<file path="src/rtl/mmu_pkg.sv">
// -----------------------------------------------------------------------------
// mmu_pkg
//   Shared MMU types for the TLB <-> page-table-walker (PTW) link and the
//   PTW arbiter.
//
//   Contents:
//     MAX_REQ / ARB_IDX_SIZE : widest supported requester count and the
//                              width of a requester index.
//     ptw_arb_state_t        : arbiter FSM states (ARB_IDLE, ARB_BUSY).
//     tlb_ptw_comm_t         : TLB -> PTW request bundle (req.*).
//     ptw_tlb_comm_t         : PTW -> TLB bundle (ptw_ready, resp,
//                              invalidate_tlb, ptw_status).
//     wrap_idx()             : modular index helper for round-robin search.
// -----------------------------------------------------------------------------
package mmu_pkg;

  localparam int MAX_REQ      = 4;
  localparam int ARB_IDX_SIZE = $clog2(MAX_REQ);

  localparam int VPN_W  = 27;
  localparam int ASID_W = 9;
  localparam int PPN_W  = 44;

  typedef enum logic {
    ARB_IDLE = 1'b0,
    ARB_BUSY = 1'b1
  } ptw_arb_state_t;

  // Page-walk request issued by a TLB on a miss.
  typedef struct packed {
    logic              valid;
    logic [VPN_W-1:0]  vpn;
    logic [ASID_W-1:0] asid;
    logic [1:0]        prv;
    logic              store;
    logic              fetch;
  } tlb_ptw_req_t;

  typedef struct packed {
    tlb_ptw_req_t req;
  } tlb_ptw_comm_t;

  // Result of a completed walk.
  typedef struct packed {
    logic             valid;
    logic             error;
    logic [PPN_W-1:0] ppn;
    logic [7:0]       flags;
  } ptw_resp_t;

  // Translation-relevant architectural status mirrored to every TLB.
  typedef struct packed {
    logic [1:0]        prv;
    logic              sum;
    logic              mxr;
    logic [3:0]        mode;
    logic [ASID_W-1:0] asid;
  } ptw_status_t;

  typedef struct packed {
    logic        ptw_ready;
    ptw_resp_t   resp;
    logic        invalidate_tlb;
    ptw_status_t ptw_status;
  } ptw_tlb_comm_t;

  // Wraps v into [0, n) assuming 0 <= v < 2*n, which is all the search
  // loops ever need; avoids a general modulo operator in hardware.
  function automatic int wrap_idx(input int v, input int n);
    return (v >= n) ? (v - n) : v;
  endfunction

endpackage

</file>
<file path="src/rtl/rr_arbiter.sv">
// -----------------------------------------------------------------------------
// rr_arbiter
//   Combinational winner selection among NUM_REQ requesters. The search
//   starts at ptr_i and proceeds upward with wrap-around; the first asserted
//   request wins. Driving ptr_i with zero yields plain fixed priority
//   (lowest index wins).
//
//   Ports:
//     req_i   [NUM_REQ-1:0]      request vector
//     ptr_i   [ARB_IDX_SIZE-1:0] index at which the search starts (< NUM_REQ)
//     grant_o [NUM_REQ-1:0]      one-hot grant, all zero when no request
//     idx_o   [ARB_IDX_SIZE-1:0] binary index of the granted requester
//                                (zero when no request)
// -----------------------------------------------------------------------------
module rr_arbiter
  import mmu_pkg::*;
#(
  parameter int NUM_REQ = 2
) (
  input  logic [NUM_REQ-1:0]      req_i,
  input  logic [ARB_IDX_SIZE-1:0] ptr_i,
  output logic [NUM_REQ-1:0]      grant_o,
  output logic [ARB_IDX_SIZE-1:0] idx_o
);

  always_comb begin
    logic found;
    int   cand;
    grant_o = '0;
    idx_o   = '0;
    found   = 1'b0;
    cand    = 0;
    // Outer loop walks the priority order (pointer first); the inner loop
    // turns the computed position into a constant bit select.
    for (int k = 0; k < NUM_REQ; k++) begin
      cand = wrap_idx(int'(ptr_i) + k, NUM_REQ);
      for (int j = 0; j < NUM_REQ; j++) begin
        if (!found && (j == cand) && req_i[j]) begin
          found      = 1'b1;
          grant_o[j] = 1'b1;
          idx_o      = ARB_IDX_SIZE'(j);
        end
      end
    end
  end

endmodule

</file>
<file path="src/rtl/ptw_arbiter.sv">
// -----------------------------------------------------------------------------
// ptw_arbiter
//   Shares a single page-table walker among NUM_REQ TLBs. At most one walk
//   is outstanding: in IDLE the selected requester's request is passed
//   straight through to the PTW and only that requester sees ptw_ready; once
//   the PTW accepts, the arbiter sits in BUSY until the PTW's response, which
//   is steered to the owning TLB alone. TLB invalidates and PTW status are
//   broadcast to every TLB at all times.
//
//   Build option:
//     PTW_ARB_RR_EN defined   : round-robin selection; the search pointer
//                               moves to owner+1 on every grant.
//     PTW_ARB_RR_EN undefined : fixed priority, lowest index wins.
//
//   Parameters:
//     NUM_REQ         number of TLB requesters (2..4)
//
//   Ports:
//     clk_i           system clock
//     rst_i           synchronous active-high reset
//     tlb_ptw_comm_i  [NUM_REQ] per-TLB walk request
//     ptw_tlb_comm_o  [NUM_REQ] per-TLB ready / response / invalidate / status
//     tlb_ptw_comm_o  request to the PTW
//     ptw_tlb_comm_i  PTW ready / response / invalidate / status
//     owner_o         index of the requester that last won the PTW
//     busy_o          high while a walk is outstanding
// -----------------------------------------------------------------------------
module ptw_arbiter
  import mmu_pkg::*;
#(
  parameter int NUM_REQ = 2
) (
  input  logic                          clk_i,
  input  logic                          rst_i,
  input  tlb_ptw_comm_t [NUM_REQ-1:0]   tlb_ptw_comm_i,
  output ptw_tlb_comm_t [NUM_REQ-1:0]   ptw_tlb_comm_o,
  output tlb_ptw_comm_t                 tlb_ptw_comm_o,
  input  ptw_tlb_comm_t                 ptw_tlb_comm_i,
  output logic [ARB_IDX_SIZE-1:0]       owner_o,
  output logic                          busy_o
);

  if (NUM_REQ < 2 || NUM_REQ > MAX_REQ) begin : g_bad_num_req
    $error("ptw_arbiter: NUM_REQ must be in 2..%0d", MAX_REQ);
  end

  ptw_arb_state_t            state_reg;
  logic [ARB_IDX_SIZE-1:0]   owner_reg;
  logic                      busy_reg;

  logic [NUM_REQ-1:0]        req_valid;
  logic [NUM_REQ-1:0]        grant;
  logic [ARB_IDX_SIZE-1:0]   win_idx;
  logic [ARB_IDX_SIZE-1:0]   search_ptr;
  logic                      in_idle;
  logic                      in_busy;
  logic                      win_valid;
  logic                      grant_fire;
  tlb_ptw_req_t              req_mux;

  assign in_idle = (state_reg == ARB_IDLE);
  assign in_busy = (state_reg == ARB_BUSY);

  for (genvar gi = 0; gi < NUM_REQ; gi++) begin : g_req_valid
    assign req_valid[gi] = tlb_ptw_comm_i[gi].req.valid;
  end

  // ---------------------------------------------------------------------------
  // Search pointer
  // ---------------------------------------------------------------------------
`ifdef PTW_ARB_RR_EN
  logic [ARB_IDX_SIZE-1:0] ptr_reg;

  always_ff @(posedge clk_i) begin
    if (rst_i) begin
      ptr_reg <= '0;
    end else if (grant_fire) begin
      // The next search starts just past the requester that was served.
      ptr_reg <= ARB_IDX_SIZE'(wrap_idx(int'(win_idx) + 1, NUM_REQ));
    end
  end

  assign search_ptr = ptr_reg;
`else
  assign search_ptr = '0;
`endif

  rr_arbiter #(
    .NUM_REQ (NUM_REQ)
  ) u_rr_arbiter (
    .req_i   (req_valid),
    .ptr_i   (search_ptr),
    .grant_o (grant),
    .idx_o   (win_idx)
  );

  assign win_valid  = |grant;
  // A walk starts only when the PTW accepts while a requester is still asking;
  // a request withdrawn before ready simply re-arbitrates next cycle.
  assign grant_fire = in_idle && win_valid && ptw_tlb_comm_i.ptw_ready;

  // ---------------------------------------------------------------------------
  // Request path to the PTW: one-hot AND-OR mux, zero when busy or no request
  // ---------------------------------------------------------------------------
  always_comb begin
    req_mux = '0;
    for (int i = 0; i < NUM_REQ; i++) begin
      if (grant[i]) begin
        req_mux = req_mux | tlb_ptw_comm_i[i].req;
      end
    end
  end

  assign tlb_ptw_comm_o.req = in_idle ? req_mux : '0;

  // ---------------------------------------------------------------------------
  // Response path to each TLB
  // ---------------------------------------------------------------------------
  for (genvar gi = 0; gi < NUM_REQ; gi++) begin : g_tlb_out
    logic is_owner;

    assign is_owner = in_busy && (owner_reg == ARB_IDX_SIZE'(gi));

    assign ptw_tlb_comm_o[gi].ptw_ready =
      in_idle && grant[gi] && ptw_tlb_comm_i.ptw_ready;

    // Response payload is shared; only the valid strobe is steered, so a
    // response arriving in IDLE (e.g. a walk killed by reset) reaches no one.
    assign ptw_tlb_comm_o[gi].resp.valid = is_owner && ptw_tlb_comm_i.resp.valid;
    assign ptw_tlb_comm_o[gi].resp.error = ptw_tlb_comm_i.resp.error;
    assign ptw_tlb_comm_o[gi].resp.ppn   = ptw_tlb_comm_i.resp.ppn;
    assign ptw_tlb_comm_o[gi].resp.flags = ptw_tlb_comm_i.resp.flags;

    assign ptw_tlb_comm_o[gi].invalidate_tlb = ptw_tlb_comm_i.invalidate_tlb;
    assign ptw_tlb_comm_o[gi].ptw_status     = ptw_tlb_comm_i.ptw_status;
  end

  // ---------------------------------------------------------------------------
  // FSM. Invalidates never affect it: the owner keeps waiting for its response.
  // ---------------------------------------------------------------------------
  always_ff @(posedge clk_i) begin
    if (rst_i) begin
      state_reg <= ARB_IDLE;
      owner_reg <= '0;
      busy_reg  <= 1'b0;
    end else begin
      case (state_reg)
        ARB_IDLE: begin
          if (grant_fire) begin
            state_reg <= ARB_BUSY;
            owner_reg <= win_idx;
            busy_reg  <= 1'b1;
          end
        end
        ARB_BUSY: begin
          if (ptw_tlb_comm_i.resp.valid) begin
            state_reg <= ARB_IDLE;
            busy_reg  <= 1'b0;
          end
        end
        default: begin
          state_reg <= ARB_IDLE;
          busy_reg  <= 1'b0;
        end
      endcase
    end
  end

  assign owner_o = owner_reg;
  assign busy_o  = busy_reg;

endmodule

</file>
<file path="config.mk">
export PLATFORM = sky130hd
export DESIGN_NAME = ptw_arbiter
export DESIGN_NICKNAME = d
export VERILOG_FILES = /design/src/rtl/mmu_pkg.sv /design/src/rtl/rr_arbiter.sv /design/src/rtl/ptw_arbiter.sv
export SDC_FILE = /design/constraint.sdc
export NUM_CORES = 1
export LEC_CHECK = 0
export BUFFER_PORTS_ARGS = -buffer_cell sky130_fd_sc_hd__buf_2
export CAP_MARGIN = 0
export CORE_AREA = 2 2 136 138
export CTS_BUF_LIST = sky130_fd_sc_hd__clkbuf_8
export DETAILED_ROUTE_END_ITERATION = 10
export DIE_AREA = 0 0 138 140
export MAX_ROUTING_LAYER = met4
export PLACE_DENSITY = 0.45
export SETUP_SLACK_MARGIN = 0.3
export SLEW_MARGIN = 15
export SYNTH_ARGS = -nofsm -noshare
export SYNTH_HDL_FRONTEND = slang
export SYNTH_SLANG_ARGS = --single-unit
</file>
<file path="constraint.sdc">
create_clock -name clk_i -period 1 [get_ports clk_i]
set_input_delay 0.05 -clock clk_i [delete_from_list [all_inputs] [get_ports clk_i]]
set_output_delay 0.05 -clock clk_i [all_outputs]
set_load 0.005 [all_outputs]
</file>
* After elaboration in Yosys (flattened, before gate mapping) *
Cells that the tools add are included.

storage, ports and cells
  register bits = 4
  output and inout bits = 190
  word-level logic and storage cells = 36

operators by class
  equality and inequality tests = 3
  muxes and demuxes = 12
  bitwise gates (word level) = 2
  reductions and logical operators = 16

operators with widths
  kind                                                    number
  two-way mux 41 bit                                      3
  bitwise OR 41 bit                                       1
  logical AND 1 bit                                       11
  two-way mux 1 bit                                       7
  one-hot mux 1 bit (2 select lines)                      2
  AND reduction 2 bit                                     2
  == test 2 x 1 -> 1 bit (second input constant)          1
  logical NOT 2 bit                                       1
  inequality test 2 x 1 -> 1 bit (second input constant)  1
  inequality test 2 bit (second input constant)           1
  OR reduction 2 bit                                      1
  logical NOT 1 bit                                       1
  inverter 1 bit                                          1

* Longest topological paths before layout *
  depth in word-level cells = 9
  mapped depth = 4
  mapped depth without buffers = 3

* Hierarchy *
A second synthesis with hierarchy kept.

second synthesis, totals
  cell total of the unflattened synthesis = 225
  area, all modules = 1,773.0 um2

by module, submodules not included
  module       instances  cells an instance  area an instance (um2)
  ptw_arbiter  1          218                1,727.9
  rr_arbiter   1          7                  45.0

* Worst setup path after synthesis *
Ideal clock, no wire load.

  kind = register -> output
  from = register state_reg (netlist: in_busy)
  to = output tlb_ptw_comm_o[0] (netlist name)
  arrival = 0.939 ns
  setup slack = 0.011 ns
  stages on the path, launching flop included = 5
  path buffers = 2
  cells stage by stage = dfxtp_1 nor2b_1 buf_2 buf_6 a22o_1

RTL lines
  element                 line                text
  from (decl)             ptw_arbiter.sv:47   ptw_arb_state_t state_reg;
  from (signal assigned)  ptw_arbiter.sv:143  state_reg <= ARB_IDLE;
  from (signal assigned)  ptw_arbiter.sv:150  state_reg <= ARB_BUSY;
  from (signal assigned)  ptw_arbiter.sv:157  state_reg <= ARB_IDLE;
  to (decl)               ptw_arbiter.sv:37   output tlb_ptw_comm_t tlb_ptw_comm_o,

==> impl_metrics.toml <==
[placement]
dpl.hpwl_microns = 6296
gp_congestion = 0.7286
port_buffers = 132
placed_area_sq_mm = 0.001559

[timing]
fin_ws_ns = -0.4312
fin_crit_sh_pct = 143.1
clock.fmax_ghz = 0.6987
setup_viol = 48
min_period_ns = 1.431
slew_viol_final = 0
rsz0062_at_grt = "true"
fin_tns_setup_ns = -16.58
hold_viol_final = 0
finClkSkew_ns = 0.003226

[synthesis]
synth.avg_cell_area_sq_um = 7.839
syn_area_sq_mm = 0.001654
netlist.area_leader.share_pct = 64.90
synth_edf_count = 0
netlist_instances = 211
synth_seq_cells = 3
yosysWarnings = 0
post-synth-top-count-cell = "buf_4"
synth_sequential_area_ratio_pct = 3.631
synth.top_cells.by_count = "buf_4 (143), a22o_1 (40), buf_2 (5)"
synth_fp_nets = 368
synth_cell_type_count = 17
yosysTopAreaCell = "buf_4"
synth_flop_cell = "dfxtp_1"
synthTopCellsByArea = "buf_4 (65%), a22o_1 (21%), dfxtp_1 (3.6%)"
async_flop_share_pct = 0

[cells_and_area]
area_growth_pct = 11.50
design_area_sq_mm = 0.001844
fin_util_pct = 10.37
nets = 366
num_antenna_cells = 0
drive_above_1_share_pct = 79.81

[critical_path]
endpoint_kind = "primary output"
cp-startpoint = "in_busy"
path_buf_inv = 3
crit_chain = "nor3b_4 > buf_4 > clkbuf_16 > a22o_1 > buf_2"
r2r_cells = 5
critPathRequiredTime_ns = 0.95
cp_top_family = "buffers and inverters"
worst-path-stages = 5
max_stage_delay_ns = 0.35
start_kind = "register"
worstPathMaxFanout = 16
reg2reg_from = "in_busy"
criticalPathCategory = "register to primary output"
cp.arrival_ns = 1.38
crit_path_top_delay_cell = "dfxtp_4"

[outcome]
violations = "setup timing"
status = "complete, but fails checks"

[cts]
htree_levels = 1
cts_buffer_depth = 2
numCtsBuffers = 3
clkSlewWorstSetupHoldPaths_ns = 0.03
cts_hold_buffers = 0
clock_latency_ns = 0.22
cts_tree = "built"
clockRootBuffer = "clkbuf_8"
clkSinkCount = 3

[detailed_routing]
drt_iter0_markers = 21
antenna_left = 0
wire_per_inst_microns = 16.68
drc = 0
drt-pass1-iter-count = 4
via_count = 1327
via_per_inst = 3.037
wl_microns = 7290

[die]
rows = 49
ios = 347
initial_core_util_pct = 9.303
die_w_microns = 138
die_area_sq_mm = 0.01932
core_area_sq_mm = 0.01778
die_h_microns = 140

[min_path]
hp-start = "rst_i"
hold_path_class = "input port to register"
hold_depth = 2

[global_routing]
grt_start_max_net_pins = 33
track_usage_pct = 6.838
overflow = 0
antenna_found_initial = 0
first_global_vias = 1454
grt_pass1_wl_microns = 9591

[power]
total_power_mw = 1.368
irDropWorstVdd_v = 0.0004441
power.density_mw_per_mm2 = 741.9
leakage_nw = 0.9416

[job]
maxCapViolCount = 0
[path summary, 6_finish.rpt]
kind | end | slack [ns]
worst min-delay path | in_busy | 0.03
worst max register to register | owner_o[0] | -0.16
worst min register to register | busy_o | 0.48
worst max-delay path | tlb_ptw_comm_o[23] | -0.43
[cell families (layout without fill, tap and decap cells)]
family / after synthesis / count (layout) / synth area share, %
AOI/OAI and AO/OA: 45 / 45 / 23.45
buffers and inverters: 152 / 149 / 69.14
DFF: 3 / 3 / 3.631
other: 1 / 1 / 0.2267
and+or+nand+nor: 10 / 10 / 3.555
[timing repair]
item                                    CTS  global route
pin swaps                                 2             4
setup buffers                             3             2
cloned                                    0             1
resized for setup                        26             8
endpoints found under the setup margin   50            50
endpoints found under the hold margin     0             0
[state kept, by name, summed over array words and instances (netlist names)]
register	flops
busy_o	1
in_busy	1
owner_o	1
[layout by cell type, fill, tap and decap left out]
cell type and count:
a22o_1 36, buf_2 119, buf_12 3, inv_1 1, conb_1 1, clkbuf_8 3
nand2b_1 1, buf_8 1, dfxtp_2 1, buf_4 5, nand2_4 1, nand2_1 1
nor2b_2 1, o21ba_1 1, nand2_2 1, buf_6 16, clkbuf_16 1, and3_4 1
nor3b_4 1, a22o_4 4, o21ba_4 1, a21oi_2 2, a21boi_0 1, dfxtp_4 2
and2_4 2, nor2_2 1
[final cells by class]
| type | instances | area, sq um |
|---|---|---|
| Multi-Input combinational cell | 56 | 530.5 |
| Fill cell | 2097 | 15940 |
| Sequential cell | 3 | 68.82 |
| Tap cell | 229 | 286.5 |
| Clock buffer | 3 | 41.29 |
| Clock inverter | 1 | 3.754 |
| Timing Repair Buffer | 145 | 913.4 |
[per-stage QoR]
step,std cells,hold WS (ns),setup WS [ns]
2_1_floorplan,211,0.1094,0.06785
3_3_place_gp,427,0.1001,-0.2539
3_5_place_dp,427,0.1001,-0.2600
4_1_cts,434,0.01469,-0.4049
5_1_grt,437,0.04135,-0.4605
6_report,437,0.02551,-0.4312
[per-layer routing]
| layer | track usage, % | wire [microns] |
|---|---|---|
| met1 | 8.301 | 2893 |
| met3 | 1.299 | 690 |
| met5 | - | 0 |
| met2 | 10.27 | 3258 |
| met4 | 4.672 | 448 |
[power by group]
| part | switching (mW) | internal [mW] |
|---|---|---|
| Clock | 0.0876 | 0.262 |
| Combinational | 0.390 | 0.492 |
| Sequential | 0.00847 | 0.128 |
(Power assumes the default switching activity.)
